### src/rtl/dnn_mac_driver.sv
// Initiator-side sequencer for the dot-product DNN accelerator: issues one batch of
// MAC operations, triggers the result read-out, re-emits each result with its index, tracks argmax.
module dnn_mac_driver #(
    parameter int NUM_OPS = 64,
    parameter int TIMEOUT = 256
) (
    input  logic        clk,
    input  logic        rst,
    input  logic        start,
    output logic        busy,
    input  logic        in_valid,
    output logic        in_ready,
    input  logic [63:0] in_vecA,
    input  logic [63:0] in_vecB,
    output logic        EN_mac,
    output logic [15:0] mac_vecA_0,
    output logic [15:0] mac_vecA_1,
    output logic [15:0] mac_vecA_2,
    output logic [15:0] mac_vecA_3,
    output logic [15:0] mac_vecB_0,
    output logic [15:0] mac_vecB_1,
    output logic [15:0] mac_vecB_2,
    output logic [15:0] mac_vecB_3,
    input  logic        RDY_mac,
    output logic        EN_readMem,
    input  logic        VALID_memVal,
    input  logic [31:0] memVal_data,
    output logic        res_valid,
    output logic [31:0] res_data,
    output logic [5:0]  res_idx,
    output logic        done,
    output logic [31:0] max_val,
    output logic [5:0]  max_idx,
    output logic        err,
    output logic [2:0]  dbgState
);

    // Upstream and MAC handshakes: a transfer happens in a cycle where valid and ready
    // are both high; in_ready is only asserted in a cycle where the op is also issued.
    localparam int CNT_W = $clog2(NUM_OPS + 1);
    localparam int TO_W  = (TIMEOUT > 1) ? $clog2(TIMEOUT) : 1;
    localparam logic [5:0] LAST_BEAT = 6'(NUM_OPS - 1);

    typedef enum logic [2:0] {
        S_IDLE      = 3'd0,
        S_ISSUE     = 3'd1,
        S_DRAIN_REQ = 3'd2,
        S_DRAIN     = 3'd3,
        S_DONE      = 3'd4
    } state_t;

    state_t state, stateNext;

    logic [CNT_W-1:0] issueCnt;
    logic [5:0]       beatCnt;
    logic [TO_W-1:0]  toCnt;
    logic             errQ, setErr;
    logic             resValidQ;
    logic [31:0]      resDataQ, maxValQ;
    logic [5:0]       resIdxQ, maxIdxQ;
    logic             inIssue, fire, capture, lastBeat, toExpired;

    assign inIssue   = (state == S_ISSUE);
    assign fire      = inIssue && (issueCnt < CNT_W'(NUM_OPS)) && in_valid && RDY_mac;
    assign capture   = VALID_memVal && ((state == S_DRAIN_REQ) || (state == S_DRAIN));
    assign lastBeat  = (beatCnt == LAST_BEAT);
    assign toExpired = (toCnt == TO_W'(TIMEOUT - 1));

    always_comb begin
        stateNext = state;
        setErr    = 1'b0;
        case (state)
            S_IDLE:      if (start) stateNext = S_ISSUE;
            S_ISSUE:     if (fire && (issueCnt == CNT_W'(NUM_OPS - 1))) stateNext = S_DRAIN_REQ;
            S_DRAIN_REQ: begin
                // A beat arriving on the expiry cycle wins over the timeout.
                if (VALID_memVal) begin
                    stateNext = lastBeat ? S_DONE : S_DRAIN;
                end else if (toExpired) begin
                    setErr    = 1'b1;
                    stateNext = S_DONE;
                end
            end
            S_DRAIN:     if (VALID_memVal && lastBeat) stateNext = S_DONE;
            S_DONE:      stateNext = S_IDLE;
            default:     stateNext = S_IDLE;
        endcase
    end

    always_ff @(posedge clk) begin
        if (rst) begin
            state     <= S_IDLE;
            issueCnt  <= '0;
            beatCnt   <= '0;
            toCnt     <= '0;
            errQ      <= 1'b0;
            resValidQ <= 1'b0;
            resDataQ  <= '0;
            resIdxQ   <= '0;
            maxValQ   <= '0;
            maxIdxQ   <= '0;
        end else begin
            state     <= stateNext;
            resValidQ <= capture;
            if ((state == S_IDLE) && start) begin
                errQ     <= 1'b0;
                issueCnt <= '0;
                beatCnt  <= '0;
                toCnt    <= '0;
            end
            if (fire) issueCnt <= issueCnt + CNT_W'(1);
            if (state == S_DRAIN_REQ) toCnt <= toCnt + TO_W'(1);
            if (setErr) errQ <= 1'b1;
            if (capture) begin
                resDataQ <= memVal_data;
                resIdxQ  <= beatCnt;
                beatCnt  <= beatCnt + 6'd1;
                // Strictly-greater replacement keeps the lowest index on ties.
                if ((beatCnt == 6'd0) || ($signed(memVal_data) > $signed(maxValQ))) begin
                    maxValQ <= memVal_data;
                    maxIdxQ <= beatCnt;
                end
            end
        end
    end

    assign busy       = (state != S_IDLE);
    assign in_ready   = fire;
    assign EN_mac     = fire;
    assign EN_readMem = (state == S_DRAIN_REQ);
    assign done       = (state == S_DONE);
    assign mac_vecA_0 = inIssue ? in_vecA[15:0]  : 16'd0;
    assign mac_vecA_1 = inIssue ? in_vecA[31:16] : 16'd0;
    assign mac_vecA_2 = inIssue ? in_vecA[47:32] : 16'd0;
    assign mac_vecA_3 = inIssue ? in_vecA[63:48] : 16'd0;
    assign mac_vecB_0 = inIssue ? in_vecB[15:0]  : 16'd0;
    assign mac_vecB_1 = inIssue ? in_vecB[31:16] : 16'd0;
    assign mac_vecB_2 = inIssue ? in_vecB[47:32] : 16'd0;
    assign mac_vecB_3 = inIssue ? in_vecB[63:48] : 16'd0;
    assign res_valid  = resValidQ;
    assign res_data   = resDataQ;
    assign res_idx    = resIdxQ;
    assign max_val    = maxValQ;
    assign max_idx    = maxIdxQ;
    assign err        = errQ;
    assign dbgState   = state;

endmodule

### config.mk
export PLATFORM = sky130hd
export DESIGN_NAME = dnn_mac_driver
export DESIGN_NICKNAME = d
export VERILOG_FILES = /design/src/rtl/dnn_mac_driver.sv
export SDC_FILE = /design/constraint.sdc
export NUM_CORES = 1
export LEC_CHECK = 0
export ABC_AREA = 0
export BUFFER_PORTS_ARGS = -buffer_cell sky130_fd_sc_hd__buf_4
export CORE_AREA = 4 4 145 147
export CTS_BUF_LIST = sky130_fd_sc_hd__clkbuf_4 sky130_fd_sc_hd__clkbuf_8 sky130_fd_sc_hd__clkbuf_16
export DETAILED_ROUTE_END_ITERATION = 6
export DIE_AREA = 0 0 149 151
export GPL_TIMING_DRIVEN = 0
export SYNTH_ARGS = -nofsm -noshare
export SYNTH_HDL_FRONTEND = slang
export SYNTH_SLANG_ARGS = --single-unit
### constraint.sdc
create_clock -name clk -period 2.8 [get_ports clk]
set_input_delay 0.56 -clock clk [delete_from_list [all_inputs] [get_ports clk]]
set_output_delay 0.56 -clock clk [all_outputs]
set_load 0.01 [all_outputs]
==> impl_summary.txt, run 1 <==
----------------------------------------------------
[Finish]
  Fraction of final layout cells sized beyond drive strength 1 ... 36.0%
  Count of nets after finishing ... about 1300
  Final standard cell area without fillers ... approximately 0.0094 mm^2
  Post-route insts no fill ... 1412
  # diodes ... 0
  Syn-to-layout area delta ... 59.5%

[Power]
  Largest vdd supply drop ... 289 uV
  Leak Pwr ... approximately 4.3 nW
  Power density normalized to cell area ... between 500 and 600 mW/mm^2
  Post-layout power ... approximately 4.9 mW

[Logic synthesis]
  Flop and latch count out of synthesis ... between 100 and 150
  Syn Inst Count ... roughly 750
  Total nets after synthesis ... 950
  Post-synth cell types ... 38
  Post-Synthesis Mean Instance Area ... ~8 um^2
  Cell type with the highest aggregate area in the netlist ... sky130_fd_sc_hd__dfxtp_1
  Most used DFF post-synth ... sky130_fd_sc_hd__dfxtp_1
  Post-Syn Area ... ~0.0059 mm^2
  Number of enable flip-flop cells after synthesis ... 0
  Cell types with the highest counts after synthesis ... sky130_fd_sc_hd__and2_1, sky130_fd_sc_hd__dfxtp_1, sky130_fd_sc_hd__nand2_1
  Synthesis warning total ... 0
  Most frequently used cell type in the post-synthesis netlist ... sky130_fd_sc_hd__and2_1
  Portion of the post-synthesis area used by sequential elements ... about a third
  Top cells by area, synth ... sky130_fd_sc_hd__dfxtp_1, sky130_fd_sc_hd__and2_1, sky130_fd_sc_hd__nand2b_1, sky130_fd_sc_hd__ha_1, sky130_fd_sc_hd__mux2i_1
  Area share of the largest cell type after synthesis ... a little over a third
  Share of synthesized registers carrying an async set or reset ... 0%

[Global routing]
  Maximum number of pins on one net before global-route repair ... 19
  Global-route usage over all layers ... between 10% and 20%
  Remaining global-route overflow ... 0
  Vias in the first global route ... just over 6000
  Number of antenna violations at the first check in global routing ... 0
  Wire length of the first global-routing pass ... approximately 35000 um

[Timing]
  Maximum frequency from static timing analysis ... ~0.4 GHz
  Slew of the pin with the lowest slew margin ... 0.564 ns
  Max Clock Skew ... ~0.013 ns
  Min Hold Slack ... about 0.45 ns
  Post-layout min period ... approximately 2.5 ns
  Unrepaired setup endpoints after global routing ... no
  Final setup slack of the worst path ... around 0.25 ns
  Worst slew margin relative to its limit ... around 62%
  Max-slew violation count ... 0
  Hold Violations, Final ... 0
  Share of the clock period used by the worst path ... between 90% and 100%
  Final Setup Violations ... 0

[Clock tree]
  Deepest clock path buffer count ... 2
  Number of CTS-inserted buffers ... 9
  Total setup buffers inserted after CTS ... 0
  H-tree depth reported by CTS ... 3
  Resize count post-CTS ... 6
  Clock edge transition at the registers on the reported setup and hold paths ... about 0.080 ns
  Clock sink count ... approximately 100
  Root buffer cell ... sky130_fd_sc_hd__clkbuf_16
  Clock latency on the worst-skew pair ... approximately 0.35 ns
  Clock tree from TritonCTS ... built
  Number of hold buffers added after cts ... 0

[Placed design]
  Routability congestion estimate from global placement ... approximately 0.82
  Placed cell areas ... approximately 0.0091 mm^2
  Placed instance count ... ~1400
  Worst setup slack before clock tree synthesis ... -0.0228 ns
  IO Port Bufs ... about 380
  Placed wire-length estimate after detailed placement ... about 20000 um

[Floorplanning]
  Cell row count ... 52
  Die extent in y ... ~150 um
  Total core area ... ~0.020 mm^2
  I/O pin count ... 380
  Initial core utilization ... between 20% and 30%
  Total Die Area ... 0.0225 mm^2
  Die outline width ... 149 um

[Setup path]
  Critical path type ... reg -> out
  Largest fanout of any net on the critical path ... 7
  Crit end category ... primary output
  Required time worst endpoint ... 2.24 ns
  CP Launch Type ... flip-flop
  Critical path arrival ... 1.99 ns

[Outcome]
  Result of the run ... finished, final reports clean

[Flow run]
  Number of maximum-capacitance constraint violations ... 0

[Drt]
  Residual DRC count ... 0
  Number of detailed-route iterations in the first pass ... 4
  Vias ... 6279
  Antenna-violating nets left ... 0
  Aggregate routed wire length ... 23300 um
  Iter 0 DRT Violations ... between 150 and 200
  Routed length per placed instance ... 16.5 um
  Via density per instance ... between 4 and 5

[Min path]
  Hold Crit Class ... reg -> reg

----------------------------------------------------
[worst max-delay path: stages, from the launching register on]
cell and delay, ns:
sky130_fd_sc_hd__dfxtp_1 0.40, sky130_fd_sc_hd__nor3b_4 0.27, sky130_fd_sc_hd__or3b_1 0.36, sky130_fd_sc_hd__clkbuf_1 0.16
sky130_fd_sc_hd__inv_1 0.20, sky130_fd_sc_hd__buf_4 0.14, sky130_fd_sc_hd__buf_4 0.10
[path summary, 6_finish.rpt]
kind	startpoint	end	slack, ns	cells after the start
worst max-delay path	dbgState[1]	in_ready	0.25	6
worst min-delay path	res_data[25]	res_data[25]	0.45	2
worst max register to register	max_val[31]	max_val[20]	0.29	10
worst min register to register	res_data[25]	res_data[25]	0.45	2
[cell usage in the layout, fill, tap and decap left out, types with 3 or more instances in the layout]
| cell | instances |
|---|---|
| sky130_fd_sc_hd__clkbuf_2 | 6 |
| sky130_fd_sc_hd__a21oi_1 | 69 |
| sky130_fd_sc_hd__clkbuf_1 | 33 |
| sky130_fd_sc_hd__inv_1 | 39 |
| sky130_fd_sc_hd__nand4_1 | 9 |
| sky130_fd_sc_hd__o21ai_0 | 8 |
| sky130_fd_sc_hd__buf_4 | 379 |
| sky130_fd_sc_hd__buf_6 | 3 |
| sky130_fd_sc_hd__nand2_1 | 96 |
| sky130_fd_sc_hd__nand3_1 | 19 |
| sky130_fd_sc_hd__nor4_1 | 3 |
| sky130_fd_sc_hd__ha_1 | 36 |
| sky130_fd_sc_hd__a211oi_1 | 5 |
| sky130_fd_sc_hd__nand2b_1 | 79 |
| sky130_fd_sc_hd__nor2_1 | 33 |
| sky130_fd_sc_hd__clkbuf_16 | 9 |
| sky130_fd_sc_hd__a21o_1 | 3 |
| sky130_fd_sc_hd__mux2i_1 | 39 |
| sky130_fd_sc_hd__nor3_1 | 7 |
| sky130_fd_sc_hd__dfxtp_1 | 101 |
| sky130_fd_sc_hd__and2_1 | 129 |
[state kept, by name, summed over array words and instances (netlist names)]
| register | cells |
|---|---|
| beatCnt | 6 |
| dbgState | 3 |
| err | 1 |
| issueCnt | 7 |
| max_idx | 6 |
| max_val | 32 |
| res_data | 32 |
| res_idx | 6 |
| res_valid | 1 |
| toCnt | 8 |
[where the power goes]
| group | internal, mW | leakage, nW | switching, mW | total (mW) |
|---|---|---|---|---|
| clock network | 0.707 | 0.148 | 0.592 | 1.30 |
| logic | 0.962 | 3.32 | 0.978 | 1.94 |
| registers | 1.55 | 0.826 | 0.0813 | 1.63 |
| total | 3.21 | 4.29 | 1.65 | 4.87 |
[cell type report]
| cell class | count | area (um^2) |
|---|---|---|
| repair buffers | 378 | 2840 |
| multi-input cells | 562 | 3510 |
| inverters | 39 | 146 |
| well taps | 270 | 338 |
| fillers | 2054 | 10500 |
| clock buffers | 9 | 225 |
| plain buffers | 45 | 205 |
| clock inverters | 7 | 80.1 |
| flip-flops and latches | 102 | 2040 |
[per-layer routing]
layer	track usage (%)	vias to the layer above	share of wire (%)
li1	-	3218	-
met2	35.7	211	51
met3	7.12	15	9.5
met5	0	-	0
met4	3.39	0	0.94
met1	22.4	2835	38
[stage by stage]
step | setup TNS [ns] | utilization [%]
floorplan | 0 | -
global placement | -0.192 | 45.5
detailed placement | -0.280 | 45.5
CTS | 0 | 47.1
global route | 0 | 47.1
finish | 0 | 47.1
[logic make-up (layout without fill, tap and decap cells)]
| group | Yosys count | in the layout | share of synthesized area, % |
|---|---|---|---|
| AO/OA/AOI/OAI | 98 | 98 | 9.42 |
| XOR/XNOR | 2 | 2 | 0.298 |
| adder cells (fa/ha/maj) | 36 | 36 | 7.65 |
| buffers and inverters | 84 | 478 | 5.85 |
| flip-flops | 102 | 102 | 34.7 |
| multiplexers | 41 | 41 | 7.02 |
| AND/OR/NAND/NOR | 385 | 385 | 35.1 |
No activity file was read; power rests on OpenSTA's default activity.
==> run 2: changes to the inputs <==
--- a/config.mk
+++ b/config.mk
@@ -12,6 +12,7 @@
 export DETAILED_ROUTE_END_ITERATION = 6
 export DIE_AREA = 0 0 149 151
 export GPL_TIMING_DRIVEN = 0
+export RECOVER_POWER = 100
 export SYNTH_ARGS = -nofsm -noshare
 export SYNTH_HDL_FRONTEND = slang
 export SYNTH_SLANG_ARGS = --single-unit
==> run 2 against run 1 <==
Combinational power is 7% lower. Design area is 4.6% lower. Non-clock buffer count stayed put. Fmax is 1.4% lower. First-iteration DRC count is 7.6% higher. Via count is 0.38% lower. Wire length is 0.17% higher. Die area stayed put. Hold slack worse by 0.0015 ns. Clock skew is 0.0017 ns higher. Sequential share of layout area is 1.0 points higher. Critical path type unchanged. Largest cell class unchanged. Highest routed layer unchanged.
==> impl_summary.txt, run 2 (synthesis results as in run 1) <==
----------------------------------------------------
[Global routing]
  Maximum number of pins on one net before global-route repair ... 19 (unchanged)
  Remaining global-route overflow ... 0 (unchanged)
  Vias in the first global route ... 6071 (unchanged)
  Global-route usage over all layers ... 19.6% (unchanged)
  Number of antenna violations at the first check in global routing ... 0 (unchanged)
  Wire length of the first global-routing pass ... 34700 um (unchanged)

[Drt]
  Aggregate routed wire length ... 23300 um (about the same)
  Number of detailed-route iterations in the first pass ... 4 (unchanged)
  Residual DRC count ... 0 (unchanged)
  Iter 0 DRT Violations ... 213 (was 198)
  Antenna-violating nets left ... 0 (unchanged)
  Routed length per placed instance ... 16.5 um (about the same)
  Vias ... 6255 (was 6279)
  Via density per instance ... 4.43 (was 4.45)

[Power]
  Fraction of power consumed by combinational cells ... 38.2% (was 39.9%)
  Power density normalized to cell area ... 528 mW/mm^2 (was 518 mW/mm^2)
  Internal power ... 3.08 mW (was 3.21 mW)
  Sequential share of power ... 34.3% (was 33.4%)
  Psw ... 1.66 mW (was 1.65 mW)
  Part of the power in the clock network ... 27.5% (was 26.7%)
  Largest vdd supply drop ... 288 uV (was 289 uV)
  Sw Ratio ... 35.0% (was 33.9%)
  Leak Pwr ... 3.72 nW (was 4.29 nW)

[Timing]
  Maximum frequency from static timing analysis ... 0.387 GHz (was 0.393 GHz)
  Share of the clock period used by the worst path ... 92.2% (was 90.9%)
  Slew of the pin with the lowest slew margin ... 0.556 ns (was 0.564 ns)
  Hold Violations, Final ... 0 (unchanged)
  Final Setup Violations ... 0 (unchanged)
  Post-layout min period ... 2.58 ns (was 2.55 ns)
  Max Clock Skew ... 0.0143 ns (was 0.0126 ns)
  Max-slew violation count ... 0 (unchanged)
  Unrepaired setup endpoints after global routing ... no (unchanged)
  Final setup slack of the worst path ... 0.218 ns (was 0.255 ns)
  Worst slew margin relative to its limit ... 62.9% (was 62.4%)
  Sum of negative setup slack ... 0 ns (unchanged)

[Flow run]
  Number of maximum-capacitance constraint violations ... 0 (unchanged)

[Setup path]
  R2r worst-path depth ... 11 (was 10)
  Crit Reg-Reg Startpoint ... max_val[14] (was max_val[31])
  Critical path type ... reg -> out (unchanged)
  Critical path endpoint ... mac_vecB_1[8] (was in_ready)
  Critical path arrival ... 2.02 ns (was 1.99 ns)
  Crit end category ... primary output (unchanged)
  Required time worst endpoint ... 2.24 ns (about the same)
  CP Launch Type ... flip-flop (unchanged)
  Worst setup startpoint ... dbgState[0] (was dbgState[1])
  Register-to-register setup slack ... 0.29 ns (about the same)
  Largest fanout of any net on the critical path ... 10 (was 7)
  Destination of the worst register-to-register timing path ... max_val[16] (was max_val[20])

[Placed design]
  Placed instance count ... 1396 (unchanged)
  Worst setup slack before clock tree synthesis ... -0.0228 ns (unchanged)
  Placed wire-length estimate after detailed placement ... 19900 um (unchanged)
  IO Port Bufs ... 378 (unchanged)
  Routability congestion estimate from global placement ... 0.821 (unchanged)

[Outcome]
  Result of the run ... finished, final reports clean (unchanged)

[Finish]
  Count of nets after finishing ... 1339 (unchanged)
  Post-route insts no fill ... 1412 (unchanged)
  # diodes ... 0 (unchanged)
  Most frequent cells in the layout ... sky130_fd_sc_hd__buf_4, sky130_fd_sc_hd__clkbuf_1, sky130_fd_sc_hd__dfxtp_1 (was sky130_fd_sc_hd__buf_4, sky130_fd_sc_hd__and2_1, sky130_fd_sc_hd__dfxtp_1)
  Syn-to-layout area delta ... 52.2% (was 59.5%)
  Post-layout util ... 45.0% (was 47.1%)
  Leading cell type in the layout, fill and taps excluded ... sky130_fd_sc_hd__buf_4 (unchanged)
  Fraction of final layout cells sized beyond drive strength 1 ... 25.7% (was 36.0%)

[Clock tree]
  Clock edge transition at the registers on the reported setup and hold paths ... 0.08 ns (about the same)
  Total setup buffers inserted after CTS ... 0 (unchanged)
  Number of hold buffers added after cts ... 0 (unchanged)
  Clock latency on the worst-skew pair ... 0.35 ns (about the same)
  H-tree depth reported by CTS ... 3 (unchanged)
  Number of CTS-inserted buffers ... 9 (unchanged)
  Root buffer cell ... sky130_fd_sc_hd__clkbuf_16 (unchanged)
  Clock sink count ... 102 (unchanged)
  Deepest clock path buffer count ... 2 (unchanged)
  Clock tree from TritonCTS ... built (unchanged)

[Floorplanning]
  Total core area ... 0.0199 mm^2 (unchanged)
  Total Die Area ... 0.0225 mm^2 (unchanged)
  Die extent in y ... 151 um (unchanged)
  Die outline width ... 149 um (unchanged)
  Cell row count ... 52 (unchanged)
  Initial core utilization ... 29.6% (unchanged)
  I/O pin count ... 380 (unchanged)

[Min path]
  Hold Crit Class ... reg -> reg (unchanged)

----------------------------------------------------
[run 2: cell types whose count changed in the layout (fill, tap and decap cells not counted)]
cell | before | now
sky130_fd_sc_hd__clkbuf_1 | 33 | 150
sky130_fd_sc_hd__buf_4 | 379 | 265
sky130_fd_sc_hd__and2_0 | 0 | 89
sky130_fd_sc_hd__and2_1 | 129 | 40
sky130_fd_sc_hd__clkbuf_2 | 6 | 3
sky130_fd_sc_hd__buf_2 | 2 | 1
sky130_fd_sc_hd__clkbuf_4 | 0 | 1
[run 2: layer usage]
metal	GRT usage, %	part of all wire, %
met1	22.4	38
met2	35.7	51
met3	7.12	9.4
met4	3.39	0.73
met5	0	0
[run 2: power groups by stage]
stage / sequential, mW / clock, mW / combinational, mW
5_1_grt: 1.64 / 1.39 / 1.99
6_report: 1.62 / 1.30 / 1.81
3_3_place_gp: 1.65 / 0 / 1.95
3_5_place_dp: 1.66 / 0 / 1.97
2_1_floorplan: 1.68 / 0 / 0.904
4_1_cts: 1.62 / 1.32 / 1.98
[run 2: metrics by stage]
step / cell area, um^2 / power (mW) / hold slack (ns)
floorplan: 5890 / 2.59 / 0.452
global placement: 9060 / 3.61 / 0.443
detailed placement: 9060 / 3.62 / 0.447
CTS: 9380 / 4.92 / 0.456
global route: 8960 / 5.02 / 0.462
finish: 8960 / 4.73 / 0.451
[run 2: worst min-delay path by stage]
| stage | start | endpoint | depth (start not counted) |
|---|---|---|---|
| floorplan | toCnt[3] | toCnt[3] | 1 |
| global route | memVal_data[9] | res_data[9] | 3 |
| global placement | res_data[11] | res_data[11] | 2 |
| detailed placement | res_data[18] | res_data[18] | 2 |
| CTS | res_data[18] | res_data[18] | 2 |
| finish | res_data[25] | res_data[25] | 2 |
[run 2: area by class of cell]
class                   instances  area, um^2
plain buffers                  45         200
clock buffers                   9         225
clock inverters                 7        80.1
fillers                      2157       11000
inverters                      39         146
multi-input cells             562        3510
flip-flops and latches        102        2040
well taps                     270         338
repair buffers                378        2410
[run 2: critical path: stages, from the launching register on]
cell and delay (ns):
sky130_fd_sc_hd__dfxtp_2 0.42, sky130_fd_sc_hd__nor3b_4 0.25, sky130_fd_sc_hd__clkbuf_2 0.28, sky130_fd_sc_hd__clkbuf_1 0.35, sky130_fd_sc_hd__and2_1 0.18, sky130_fd_sc_hd__clkbuf_1 0.19
[run 2: what timing repair did]
action / CTS / global route
resized for setup: 6 / 4
endpoints found under the setup margin: 120 / 36
hold endpoints to repair: 0 / 0
